==> src/rtl/ss_stack.sv <==
`default_nettype none
// +--------------------------------------------------------------------+
// | ss_stack : data stack, tos/s0 cached in registers, rest in sync RAM |
// | Rev 1.0                                                            |
// +--------------------------------------------------------------------+
module ss_stack #(
  parameter int DEPTH = 64,
  parameter int DSZ   = 32,
  localparam int SSZ  = $clog2(DEPTH) + 1
) (
  input  logic           clk,
  input  logic           rst,
  input  logic [2:0]     i_op,
  input  logic           i_valid,
  output logic           o_ready,
  input  logic [DSZ-1:0] i_vi,
  input  logic           i_err_clr,
  output logic [DSZ-1:0] o_tos,
  output logic [DSZ-1:0] o_s0,
  output logic [SSZ-1:0] o_sp,
  output logic           o_full,
  output logic           o_empty,
  output logic           o_ovf,
  output logic           o_udf
);
  localparam int AW = SSZ - 1;
  localparam int CW = ((DSZ > SSZ) ? DSZ : SSZ) + 1;
  localparam logic [2:0] c_OP_NOP  = 3'd0;
  localparam logic [2:0] c_OP_PUSH = 3'd1;
  localparam logic [2:0] c_OP_POP  = 3'd2;
  localparam logic [2:0] c_OP_PICK = 3'd3;
  localparam logic [2:0] c_OP_LOAD = 3'd4;
  localparam logic [2:0] c_OP_DUP  = 3'd5;
  localparam logic [2:0] c_OP_SWAP = 3'd6;
  localparam logic [2:0] c_OP_OVER = 3'd7;
  localparam logic [SSZ-1:0] c_SP_FULL = SSZ'(DEPTH);

  typedef enum logic [0:0] {S_IDLE = 1'b0, S_FETCH = 1'b1} state_t;

  state_t         r_state;
  logic           r_ready;
  logic           r_fetch_tos;
  logic           r_ovf;
  logic           r_udf;
  logic [DSZ-1:0] r_tos;
  logic [DSZ-1:0] r_s0;
  logic [DSZ-1:0] r_rdata;
  logic [SSZ-1:0] r_sp;
  logic [DSZ-1:0] r_mem [0:DEPTH-3];

  logic           w_acc, w_push, w_bad, w_ok, w_pick_bad, w_u_zero;
  logic           w_sp_ge1, w_sp_ge2, w_sp_ge3;
  logic           w_ovf_ev, w_udf_ev, w_we, w_re;
  logic [AW-1:0]  w_waddr, w_raddr;
  logic [DSZ-1:0] w_push_val;

  always_comb begin
    w_acc      = i_valid && (r_state == S_IDLE);
    w_push     = (i_op == c_OP_PUSH) || (i_op == c_OP_DUP) || (i_op == c_OP_OVER);
    w_sp_ge1   = (r_sp != '0);
    w_sp_ge2   = (r_sp >= SSZ'(2));
    w_sp_ge3   = (r_sp >= SSZ'(3));
    w_u_zero   = (r_tos == '0);
    // u >= sp-1 rewritten as u+1 >= sp so sp==0 needs no special case
    w_pick_bad = (CW'(r_tos) + CW'(1)) >= CW'(r_sp);
    case (i_op)
      c_OP_POP, c_OP_DUP, c_OP_LOAD: w_bad = !w_sp_ge1;
      c_OP_SWAP, c_OP_OVER:          w_bad = !w_sp_ge2;
      c_OP_PICK:                     w_bad = w_pick_bad;
      default:                       w_bad = 1'b0;
    endcase
    w_ovf_ev = w_acc && w_push && (r_sp == c_SP_FULL);
    w_udf_ev = w_acc && !w_ovf_ev && w_bad;
    w_ok     = w_acc && !w_ovf_ev && !w_bad;
    case (i_op)
      c_OP_DUP:  w_push_val = r_tos;
      c_OP_OVER: w_push_val = r_s0;
      default:   w_push_val = i_vi;
    endcase
    w_we    = w_ok && w_push && w_sp_ge2;
    w_waddr = AW'(r_sp - SSZ'(2));
    w_re    = w_ok && (((i_op == c_OP_POP) && w_sp_ge3) || ((i_op == c_OP_PICK) && !w_u_zero));
    w_raddr = (i_op == c_OP_POP) ? AW'(r_sp - SSZ'(3))
                                 : AW'(r_sp - SSZ'(2) - SSZ'(r_tos));
  end

  always_ff @(posedge clk) begin
    if (w_we) r_mem[w_waddr] <= r_s0;
    if (w_re) r_rdata <= r_mem[w_raddr];
  end

  always_ff @(posedge clk or posedge rst) begin
    if (rst) begin
      r_state     <= S_IDLE;
      r_ready     <= 1'b1;
      r_fetch_tos <= 1'b0;
      r_ovf       <= 1'b0;
      r_udf       <= 1'b0;
      r_tos       <= '1;
      r_s0        <= '0;
      r_sp        <= '0;
    end else begin
      if (i_err_clr) begin
        r_ovf <= 1'b0;
        r_udf <= 1'b0;
      end
      if (w_ovf_ev) r_ovf <= 1'b1;
      if (w_udf_ev) r_udf <= 1'b1;
      case (r_state)
        S_IDLE: begin
          if (w_ok) begin
            case (i_op)
              c_OP_PUSH, c_OP_DUP, c_OP_OVER: begin
                r_s0  <= r_tos;
                r_tos <= w_push_val;
                r_sp  <= r_sp + SSZ'(1);
              end
              c_OP_POP: begin
                r_tos <= r_s0;
                r_sp  <= r_sp - SSZ'(1);
                if (w_sp_ge3) begin
                  r_state     <= S_FETCH;
                  r_ready     <= 1'b0;
                  r_fetch_tos <= 1'b0;
                end
              end
              c_OP_PICK: begin
                if (w_u_zero) begin
                  r_tos <= r_s0;
                end else begin
                  r_state     <= S_FETCH;
                  r_ready     <= 1'b0;
                  r_fetch_tos <= 1'b1;
                end
              end
              c_OP_LOAD: r_tos <= i_vi;
              c_OP_SWAP: begin
                r_tos <= r_s0;
                r_s0  <= r_tos;
              end
              c_OP_NOP: ;
              default: ;
            endcase
          end
        end
        S_FETCH: begin
          r_state <= S_IDLE;
          r_ready <= 1'b1;
          if (r_fetch_tos) r_tos <= r_rdata;
          else             r_s0  <= r_rdata;
        end
        default: begin
          r_state <= S_IDLE;
          r_ready <= 1'b1;
        end
      endcase
    end
  end

  assign o_ready = r_ready;
  assign o_tos   = r_tos;
  assign o_s0    = r_s0;
  assign o_sp    = r_sp;
  assign o_ovf   = r_ovf;
  assign o_udf   = r_udf;
  assign o_full  = (r_sp == c_SP_FULL);
  assign o_empty = (r_sp == '0);
endmodule
`default_nettype wire

==> config.mk <==
export PLATFORM = sky130hd
export DESIGN_NAME = ss_stack
export DESIGN_NICKNAME = d
export VERILOG_FILES = /design/src/rtl/ss_stack.sv
export SDC_FILE = /design/constraint.sdc
export NUM_CORES = 2
export LEC_CHECK = 0
export ABC_AREA = 1
export CORE_ASPECT_RATIO = 1.75
export CORE_MARGIN = 1.5
export CORE_UTILIZATION = 62
export DETAILED_ROUTE_END_ITERATION = 16
export PLACE_DENSITY = 0.81
export REMOVE_ABC_BUFFERS = 1
export SLEW_MARGIN = 0
export SYNTH_ARGS = -nofsm -noshare
export SYNTH_HDL_FRONTEND = slang
export SYNTH_SLANG_ARGS = --single-unit
==> constraint.sdc <==
create_clock -name clk -period 7.6 [get_ports clk]
set_clock_uncertainty 0.1 [all_clocks]
set_input_delay 1.14 -clock clk [delete_from_list [all_inputs] [get_ports clk]]
set_output_delay 1.14 -clock clk [all_outputs]
set_load 0.005 [all_outputs]
* Word-level counts from Yosys, hierarchy flattened
Memories as Yosys holds them, arrays and structs flattened. A register that Yosys moved wholly into a read port is not among the register bits. Cells that the tools add are included.
Storage, ports and cells: bits in registers 76, latch bits 0, bits in writable memories 1984, bits in read-only memories 0, bits of input ports 39, output and inout port bits 76, logic and storage cells 105, memories kept 1
Operators by class: add/subtract/negate cells 6, multipliers 0, divide/modulo/power cells 0, order comparisons 3, eq/ne operators 20, shifts and indexed selects 0, multiplexer cells 30, bitwise gates (word level) 1, reduce and logical (&&, ||, !) cells 36
Memory list:
- r_mem | depth 62, bits a word 32, rd ports 1, clocked after memory_dff 1, wr ports 1, RTL line 49 | logic [DSZ-1:0] r_mem [0:DEPTH-3];
Operators by type and width (number):
- 2-to-1 mux 32 bit | 6
- one-hot mux 32 bit (2 select lines) | 3
- one-hot mux 32 bit (4 select lines) | 1
- adder 32 x 1 -> 33 bit (second input constant) | 1
- >= comparator 33 x 7 -> 1 bit | 1
- zero test 32 bit | 1
- >= comparator 7 x 2 -> 1 bit (second input constant) | 2
- one-hot mux 7 bit (2 select lines) | 1
- equality test 3 bit (second input constant) | 4
- 2-to-1 mux 1 bit | 12
- != test 3 bit (second input constant) | 4
- subtractor 6 x 2 -> 6 bit (second input constant) | 2
- logical AND 1 bit | 11
- != test 2 bit (second input constant) | 5
- one-hot mux 1 bit (2 select lines) | 5
- AND reduction 5 bit | 2
- nonzero test 2 bit | 4
- adder 7 x 1 -> 7 bit (second input constant) | 1
- equality test 7 bit (second input constant) | 1
- zero test 7 bit | 1
- nonzero test 7 bit | 1
- subtractor 7 x 1 -> 7 bit (second input constant) | 1
- equality test 3 x 2 -> 1 bit (second input constant) | 2
- 2-to-1 mux 6 bit | 1
- other kinds (14) | 23

* Depth between registers and ports, before layout
depth in word-level cells 12, mapped depth 22, depth with buffers taken out 21

* Worst setup path before layout
Ideal clock, no wire load.
path kind reg2reg, from reg r_tos[0], in the netlist o_tos[0], to mem r_mem[24][0], enable pin, library setup time 0.461 ns, arrival time 5.105 ns, data required time 7.039 ns, setup slack 1.934 ns, stages on the path, launching flop included 21, buffers on the path 1, period minus slack after synthesis 5.666 ns, cells stage by stage dfstp_2 ha_1 inv_2 nor2_4 xor2_1 inv_1 ha_1 nand2_1 nor2_1 nand2_1 nand2_1 o21ai_0 nand2_1 nor2_1 nand2_1 nor2_1 nand3_1 o21ai_4 nand4_4 clkbuf_1 nor3_1
On the way: word-level cells in the longest chain between the ends 9
RTL lines:
- from (decl) | RTL line 45 | logic [DSZ-1:0] r_tos;
- from (signal assigned) | RTL line 115 | r_tos <= w_push_val;
- from (signal assigned) | RTL line 119 | r_tos <= r_s0;
- from (signal assigned) | RTL line 129 | r_tos <= r_s0;
- adder 32 x 1 -> 33 bit | RTL line 65 | w_pick_bad = (CW'(r_tos) + CW'(1)) >= CW'(r_sp);
- >= comparator 33 x 7 -> 1 bit | RTL line 65
- one-hot mux 1 bit (3 select lines) | RTL line 66 | case (i_op)
- zero test 1 bit | RTL line 74 | w_ok = w_acc && !w_ovf_ev && !w_bad;
- logical AND 1 bit | RTL line 74
- logical AND 1 bit (2 in a row) | RTL line 80 | w_we = w_ok && w_push && w_sp_ge2;
- 2-to-1 mux 1 bit | RTL line 88 | if (w_we) r_mem[w_waddr] <= r_s0;
- 2-to-1 mux 1 bit (not written as such) | RTL line 88
- to (decl) | RTL line 49
No other way between the ends.

* Final worst setup path
from reg r_tos[0], in the netlist o_tos[0], to mem r_mem[18][18], enable pin
The elaborated chain is that of the path after synthesis.

==> key figures <==
Finish
  • Nets@finish: 6661
  • Final Util: 69.0%
  • Most common cell after layout, fill and taps aside: edfxtp_1
  • Fraction of layout cells with a size suffix above 1: 8.82%
  • Area growth syn-to-layout: 10.7%
  • Commonest cells after routing, fill and taps aside: edfxtp_1, o21ai_0, nor2_1

STA
  • RSZ-0062 raised after global routing: no
  • Measured slew at the worst slew-check pin: 1.26 ns
  • Final Hold Vio Count: 0
  • Final Max Slew Viols: 0
  • Min cycle time layout: 6.03 ns
  • Final setup viols: 0
  • Fmax: 166 MHz
  • Slew margin rel.: 15.4%
  • Final period util: 79.3%

Clock tree
  • Cts bufs inserted: 167
  • Clock slew at reported path FFs: 0.09 ns
  • Clk sinks: 2092
  • Htree depth: 4
  • CTS max path bufs: 3
  • Setup bufs post-CTS: 0
  • CTS tree: done
  • Hold bufs inserted after CTS: 0
  • Latest clock arrival within the worst-skew pair: 0.84 ns
  • Post_cts resized: 0
  • CTS root buffer: clkbuf_16

Detailed routing
  • DRC: 0
  • Via count: 58961
  • Drt wl/cell: 28.8 um
  • Antenna-violating nets left: 0
  • Vias per inst: 6.90
  • DR pass1 iterations: 8
  • DR iter-0 viols: 8753
  • Final WL: ~250000 um

GRT
  • Total gr overflow: 0
  • GR Util met2: a little under three fifths
  • Total track usage: between 30% and 40%
  • First-pass GRT wire length: about 360000 um
  • Vias in the first global route: between 50000 and 60000
  • Met1 Resource Use GR: 40.9%
  • GR peak layer: met2
  • Initial antenna violation count: 13
  • Largest net degree at the start of global routing: 181
  • GR Layer Usage met3: 7.82%

Synth
  • Most used DFF post-synth: edfxtp_1
  • Synth cell types: 47
  • EDFF count, synth: between 2000 and 2500
  • #FFs+latches synth: about 2100
  • Synth Area per Inst: 12.8 um2
  • Post-Synthesis Cells: approximately 6600
  • Synth Warn #: 0
  • Synth async-reset ratio: 3.63%
  • Register area share after synthesis: 73.9%
  • Synth Cell Area: 0.0846 mm2

Die
  • CORE AREA: approximately 0.14 mm2
  • # rows: 179
  • I/O pins: 115
  • Die H: 492 um
  • Die area: 0.139 mm2
  • Die W: around 280 um
  • Initial Util: 62.3%

Worst setup path
  • Path type of the worst setup path: flip-flop to flip-flop
  • Crit-path max FO: 33
  • CP required: 8.00 ns
  • Worst setup SP type: flip-flop
  • CP endpoint kind: flip-flop
  • Crit path DAT: 6.43 ns

Worst hold path
  • HP Class: flip-flop to flip-flop

Job
  • Max-cap violations: 0

Placed design
  • Placer Congestion: 0.967
  • I/O Buffers: about 110
  • Final HPWL DP: around 140000 um

Status
  • Outcome: completed
## critical path, stage by stage (launching register included)
cell	delay, ns
dfstp_2	0.69
ha_1	0.41
inv_2	0.10
nor2_4	0.24
xor2_1	0.17
inv_1	0.06
ha_1	0.28
nand2_1	0.09
nor2_1	0.06
nand2_1	0.05
nand2_1	0.04
o21ai_0	0.33
nand2_1	0.09
nor2_1	0.15
nand2_1	0.07
nor2_1	0.09
nand3_1	0.19
o21ai_4	0.30
nand4_4	0.63
nor3_2	1.21
buf_12	0.30
## registers in the layout, indices dropped and copies added (netlist names)
name / cells
r_rdata: 32
o_ovf: 1
o_sp: 7
o_ready: 1
r_fetch_tos: 1
r_mem: 1984
o_s0: 32
r_state: 1
o_tos: 32
o_udf: 1
## metrics by stage
stage          instance area, um2  cells  setup WS, ns  hold slack (ns)  setup TNS (ns)
4_1_cts                     93600   8536          1.65            0.433               0
6_report                    93600   8545          1.57            0.431               0
5_1_grt                     93600   8541          1.43            0.447               0
2_1_floorplan               82500   6122       -115.96            0.367        -3709.37
3_5_place_dp                88000   8234          1.69            0.420               0
3_3_place_gp                88000   8234          1.73            0.405               0
## final cells by class
cell class | count | area, um2
sequential | 2092 | 62500
fill | 8612 | 42100
multi-input combinational | 3907 | 20000
clock buffer | 200 | 4300
timing repair buffer | 302 | 2790
tap | 1810 | 2260
clock inverter | 102 | 1250
inverter | 123 | 492
antenna | 9 | 22.5
## cell usage after synthesis (all sizes together) (43+ instances only)
master / count / area (um2)
edfxtp: 2016 / 60500
o21ai: 1243 / 6240
nor2: 1102 / 4160
nand2: 361 / 1370
o22ai: 355 / 2220
clkbuf: 344 / 1290
nand3: 329 / 1650
o211ai: 160 / 1200
buf: 137 / 731
o221ai: 126 / 1100
inv: 121 / 457
nor3: 70 / 350
dfrtp: 43 / 1080
## metal layers
| metal | part of all wire [%] | up-vias |
|---|---|---|
| met5 | 0.032 | - |
| met4 | 8.0 | 10 |
| met3 | 12 | 1078 |
| met2 | 49 | 4606 |
| met1 | 31 | 28596 |
| li1 | - | 24671 |
## worst paths after layout
kind / startpoint / end / cells past startpoint / slack, ns
max reg2reg: o_tos[0] / r_mem[18][18] / 20 / 1.57
max: o_tos[0] / r_mem[18][18] / 20 / 1.57
min: o_udf / o_udf / 2 / 0.43
min reg2reg: o_udf / o_udf / 2 / 0.43
max in group asynchronous: rst / o_s0[23] / 3 / 5.76
min in group asynchronous: rst / o_s0[15] / 3 / 0.85
## cells by family after synthesis
| kind of cell | share of synthesized area (%) |
|---|---|
| flops | 73.9 |
| simple gates | 9.13 |
| compound gates | 13.4 |
| buf+inv | 2.94 |
| fa+ha+maj | 0.447 |
| xor+xnor | 0.207 |
Power is not shown: default switching activity piles up to over one toggle a cycle in this logic, so the estimate is an artifact.
